`src/rtl/led_sweep_monitor.sv`:
```
// led_sweep_monitor: decodes a bouncing one-hot LED bar into position/direction and checks sweep legality; LED_MON_STICKY_ERR_EN adds a sticky FAULT state
module led_sweep_monitor #(
  parameter int BITS = 10,
  parameter int CNT_W = 8,
  localparam int POS_W = $clog2(BITS)
) (
  input  logic             clk,
  input  logic             rst,
  input  logic             valid,
  input  logic [BITS-1:0]  q_in,
  input  logic             clr,
  output logic [POS_W-1:0] pos,
  output logic             dir,
  output logic             locked,
  output logic             bounce,
  output logic             err,
  output logic [CNT_W-1:0] sweep_cnt
);
  localparam logic [1:0] IDLE = 2'd0;
  localparam logic [1:0] ACQ = 2'd1;
  localparam logic [1:0] TRACK = 2'd2;
`ifdef LED_MON_STICKY_ERR_EN
  localparam logic [1:0] FAULT = 2'd3;
  localparam logic [1:0] ERR_IDLE = FAULT;
  localparam logic [1:0] ERR_ACQ = FAULT;
`else
  localparam logic [1:0] ERR_IDLE = IDLE;
  localparam logic [1:0] ERR_ACQ = ACQ;
  logic unused_clr;
  assign unused_clr = clr;
`endif
  logic [1:0] state, state_n;
  logic [POS_W-1:0] idx, e, pos_n;
  logic [POS_W:0] iw, pw;
  logic oh, adj, dir_n, bounce_n, err_n;
  logic [CNT_W-1:0] cnt_n;
  assign oh = (q_in != '0) && ((q_in & (q_in - BITS'(1))) == '0);
  assign iw = {1'b0, idx};
  assign pw = {1'b0, pos};
  assign adj = (iw == pw + (POS_W+1)'(1)) || (pw == iw + (POS_W+1)'(1));
  assign e = dir ? (pos == POS_W'(BITS-1) ? pos - POS_W'(1) : pos + POS_W'(1))
                 : (pos == '0 ? POS_W'(1) : pos - POS_W'(1));
  assign locked = state == TRACK;
  // index of the lit LED (meaningful only when the sample is one-hot)
  always_comb begin
    idx = '0;
    for (int i = 0; i < BITS; i++) if (q_in[i]) idx = POS_W'(i);
  end
  // next-state and output decision for one sampled step
  always_comb begin
    state_n = state;
    pos_n = pos;
    dir_n = dir;
    cnt_n = sweep_cnt;
    bounce_n = 1'b0;
    err_n = 1'b0;
`ifdef LED_MON_STICKY_ERR_EN
    if (state == FAULT) begin
      if (clr) state_n = IDLE;
    end else
`endif
    if (valid) begin
      if (!oh) begin
        err_n = 1'b1;
        state_n = ERR_IDLE;
      end else if (state == IDLE) begin
        pos_n = idx;
        state_n = ACQ;
      end else if (state == ACQ) begin
        pos_n = idx;
        state_n = adj ? TRACK : ERR_ACQ;
        err_n = !adj;
        dir_n = adj ? idx > pos : dir;
        cnt_n = adj ? '0 : sweep_cnt;
      end else begin
        pos_n = idx;
        if (idx == e) begin
          bounce_n = (idx > pos) != dir;
          dir_n = idx > pos;
          cnt_n = ((idx > pos) != dir && sweep_cnt != '1) ? sweep_cnt + CNT_W'(1) : sweep_cnt;
        end else begin
          err_n = 1'b1;
          state_n = ERR_ACQ;
        end
      end
    end
  end
  // state and output registers
  always_ff @(posedge clk or posedge rst)
    if (rst) begin
      state <= IDLE;
      pos <= '0;
      dir <= 1'b0;
      sweep_cnt <= '0;
      bounce <= 1'b0;
      err <= 1'b0;
    end else begin
      state <= state_n;
      pos <= pos_n;
      dir <= dir_n;
      sweep_cnt <= cnt_n;
      bounce <= bounce_n;
      err <= err_n;
    end
endmodule

```
`config.mk`:
```
export PLATFORM = sky130hd
export DESIGN_NAME = led_sweep_monitor
export DESIGN_NICKNAME = d
export VERILOG_FILES = /design/src/rtl/led_sweep_monitor.sv
export SDC_FILE = /design/constraint.sdc
export NUM_CORES = 1
export LEC_CHECK = 0
export BUFFER_PORTS_ARGS = -buffer_cell sky130_fd_sc_hd__buf_2
export CORE_AREA = 2 2 62 64
export CTS_CLUSTER_SIZE = 10
export DETAILED_ROUTE_END_ITERATION = 7
export DIE_AREA = 0 0 64 66
export PLACE_DENSITY_LB_ADDON = 0.12
export SLEW_MARGIN = 20
export SYNTH_ARGS = -nofsm -noshare
export SYNTH_HDL_FRONTEND = slang
export SYNTH_SLANG_ARGS = --single-unit
export TNS_END_PERCENT = 20
```
`constraint.sdc`:
```
create_clock -name clk -period 2.6 [get_ports clk]
set_input_delay 0.13 -clock clk [delete_from_list [all_inputs] [get_ports clk]]
set_output_delay 0.13 -clock clk [all_outputs]
set_load 0.02 [all_outputs]
```
==> metrics.log <==
[metrics] total of endpoints with negative setup slack in the final report: 0
[metrics] number of cells on the worst reg-to-reg path: 9
[metrics] number of instances in the synthesized netlist: 213
[metrics] switching share of power: 0.333
[metrics] launch point of the worst path: q_in[7]
[metrics] clock root buffer master: sky130_fd_sc_hd__clkbuf_4
[metrics] io pins: 30
[metrics] Leak: 1.03 nW
[metrics] overall power consumption: 0.685 mW
[metrics] area of the die: 0.00422 sq mm
[metrics] number of sinks on the clock net: 17
[metrics] Internal: 0.457 mW
[metrics] WL final: 4.66 mm
[metrics] Max Clock Freq: 392 MHz
[metrics] Critical R2R Launch: pos[0]
[metrics] time the worst path needs with I/O delays and setup: 2.55 ns
[metrics] final cycle utilization of the critical path: 0.982
[metrics] Post-Synthesis Mean Instance Area: 8.15 sq um
[metrics] global-route wire length before repair: 7.73 mm
[metrics] DR pass1 iterations: 4
[metrics] Die Ht: 66 um
[metrics] hold violation total from the final report: 0
[metrics] row count: 22
[metrics] critical path depth in cells: 12
[metrics] post-route ant nets: 0
[metrics] most used standard cell by instance count after synthesis: sky130_fd_sc_hd__dfrtp_1
[metrics] fraction of power consumed by sequential logic: 0.398
[metrics] Clock transition at path regs: 0.10 ns
[metrics] CP top delay family: simple AND/OR/NAND/NOR gates
[metrics] Via Count: 1874
[metrics] sequential-to-total area share from yosys stat: 0.245
[metrics] delay of the slowest critical-path stage: 0.55 ns
[metrics] biggest fanout along the worst timing path: 4
[metrics] number of global-route vias before repair: 1730
[metrics] Critical R2R Capture: sweep_cnt[3]
[metrics] number of antenna diodes: 0
[metrics] pin count of the biggest net entering global routing: 18
[metrics] net switching power figure: 0.228 mW
[metrics] Routability Congestion: 0.846
[metrics] critical path capture point type: register
[metrics] count of nets after finishing: 304
[metrics] TritonCTS clock tree: done
[metrics] cell area after synthesis: 0.00174 sq mm
[metrics] setup skew after layout: 0.00209 ns
[metrics] share of synthesized registers carrying an async set or reset: 1.00
[metrics] run status: completed
[metrics] Post-DP HPWL: 3.76 mm
[metrics] number of design rule violations left after detail routing: 0
[metrics] number of enable flip-flop cells after synthesis: 0
[metrics] Worst-Skew Late Latency: 0.29 ns
[metrics] Hold/Removal Path Class: in -> reg
[metrics] classification of the worst setup path: in -> reg
[metrics] Num CTS Buffers: 3
[metrics] Buffers on Ports: 28
[metrics] buffers and inverters on the worst path: 2
[metrics] WP data arrival: 2.77 ns
[metrics] Reg2Reg Setup Slack: 0.10 ns
[metrics] ordered cell list for the critical path: buf_6 -> or4_4 -> nand2_4 -> inv_4 -> ha_4 -> and3b_2 -> a2111oi_4 -> or3_4 -> a211oi_2 -> nand4_2 -> or4b_1 -> o21ai_1
[metrics] dominant synthesized flop cell: sky130_fd_sc_hd__dfrtp_1
[metrics] number of DRC markers in iteration 0: 82
[metrics] area share of the leading cell type in the synthesized netlist: 0.245
[metrics] antenna violations before repair: 0
[metrics] Starting Density: 0.489
[metrics] proportion of power drawn by the clock network: 0.206
[metrics] slew at the pin with the worst max-slew slack: 0.642 ns
[metrics] Die W: 64 um
[metrics] area added between synthesis and finish: 36.7%
[metrics] Max VDD drop: 0.133 mV
[metrics] final worst setup slack: 0.0474 ns
[metrics] RSZ-0062 raised after global routing: yes
[metrics] slowest cell on the critical path: sky130_fd_sc_hd__or4_4
[metrics] Commonest cells post-synth: sky130_fd_sc_hd__dfrtp_1 (17), sky130_fd_sc_hd__inv_1 (14), sky130_fd_sc_hd__nand2_1 (14), sky130_fd_sc_hd__nand3_1 (14), sky130_fd_sc_hd__a21oi_1 (11)
[metrics] min-delay src: valid
[metrics] Power per Cell Area: 289 mW/mm^2
[metrics] Worst Setup EP: sweep_cnt[3]
[metrics] #FFs+latches synth: 17
[metrics] drt via density: 5.71
[metrics] H-tree levels: 1
[metrics] Post-Synthesis Net Count: 236
[metrics] Total Routing Usage GR: 0.230
[metrics] remaining max-slew budget at the tightest pin: 0.572
[metrics] cells taking the most area after synthesis: sky130_fd_sc_hd__dfrtp_1 (25%), sky130_fd_sc_hd__ha_1 (6.5%), sky130_fd_sc_hd__nand3_1 (4.0%)
[metrics] number of max-slew violations in the final report: 0
[metrics] Gate power share: 0.396
[metrics] post-synthesis cell type with the largest combined area: sky130_fd_sc_hd__dfrtp_1
[metrics] core area: 0.00355 sq mm
[metrics] number of maximum-capacitance violations: 0
[metrics] DP Worst Slack: -0.264 ns
[metrics] share of final-layout standard cells stronger than drive strength 1: 0.368
[metrics] GRT overflow: 0
[metrics] WL/cell: 14.2 um
[metrics] total number of yosys warnings: 0
[metrics] critical path startpoint category: primary input
[metrics] data required time of the critical path: 2.82 ns
[metrics] maximum clock insertion buffer count: 2
[metrics] distinct cell type count after synthesis: 58
-- cell type report --
class / instances / area (sq um)
Clock buffer: 4 / 26.3
Tap cell: 48 / 60.1
Sequential cell: 17 / 427
Inverter: 15 / 58.8
Multi-Input combinational cell: 171 / 1300
Timing Repair Buffer: 73 / 503
Fill cell: 316 / 1180
-- flip-flops by register name, indices dropped and copies added, names as in the netlist --
name,flops
pos,4
dir,1
sweep_cnt,8
bounce,1
err,1
state,2
-- cells in the final DEF (no fill, tap or decap), types with 4 or more instances in the layout --
cell	count
sky130_fd_sc_hd__buf_2	25
sky130_fd_sc_hd__buf_6	4
sky130_fd_sc_hd__nand3_1	13
sky130_fd_sc_hd__o211ai_1	8
sky130_fd_sc_hd__nand2_1	14
sky130_fd_sc_hd__ha_1	7
sky130_fd_sc_hd__buf_4	43
sky130_fd_sc_hd__inv_1	11
sky130_fd_sc_hd__xnor2_1	6
sky130_fd_sc_hd__o2bb2ai_1	4
sky130_fd_sc_hd__o21ai_0	6
sky130_fd_sc_hd__a21oi_1	11
sky130_fd_sc_hd__nor2_1	8
sky130_fd_sc_hd__nor2b_1	8
sky130_fd_sc_hd__dfrtp_1	16
sky130_fd_sc_hd__nand4_1	6
sky130_fd_sc_hd__nor3_1	5
-- kinds of logic after synthesis --
logic type,after synthesis,synth area share
buf+inv,25,0.0634
compound gates,60,0.247
mux,4,0.0238
flops,17,0.245
xor+xnor,8,0.0447
simple gates,90,0.311
fa+ha+maj,9,0.0649
-- what timing repair did --
action,CTS,global route
hold buffers,1,0
cloned,0,0
hold endpoints to repair,17,0
pin swaps,0,10
setup buffers,0,3
resized for setup,1,18
setup endpoints to repair,6,10
-- metal layers --
layer  global-route usage  vias up  wire length, um
met1                0.288      883             2080
met5                    0        -                0
met2                0.419       46             2390
met4               0.0679        0               38
met3               0.0170        6              150
li1                     -      939                -
-- per-stage QoR --
stage,util,setup TNS [ns],cells,cell area (sq um),hold slack (ns)
final,0.668,0,328,2370,0.196
after global routing,0.668,-0.0587,328,2370,0.200
after global placement,0.630,-1.36,320,2240,0.242
after CTS,0.642,0,325,2280,0.196
after detailed placement,0.630,-1.69,320,2240,0.258
after floorplan,-,-1.16,213,1790,0.0561
-- worst min-delay path, stage by stage --
cell	delay, ns
sky130_fd_sc_hd__buf_2	0.12
sky130_fd_sc_hd__o21ai_0	0.08
sky130_fd_sc_hd__o2bb2ai_1	0.12
-- power by group through the flow --
stage / clock network (mW) / logic [mW] / registers (mW)
3_3_place_gp: 0 / 0.248 / 0.277
4_1_cts: 0.142 / 0.255 / 0.272
3_5_place_dp: 0 / 0.252 / 0.277
5_1_grt: 0.156 / 0.297 / 0.273
2_1_floorplan: 0 / 0.150 / 0.284
6_report: 0.141 / 0.271 / 0.273
-- worst min path at each step --
stage	slack [ns]	cells past startpoint	end
final	0.20	3	state[1]
after global routing	0.20	3	state[1]
after CTS	0.20	3	state[1]
after detailed placement	0.26	2	dir
after global placement	0.24	2	bounce
after floorplan	0.06	1	bounce
No activity file was read; power rests on OpenSTA's default activity.
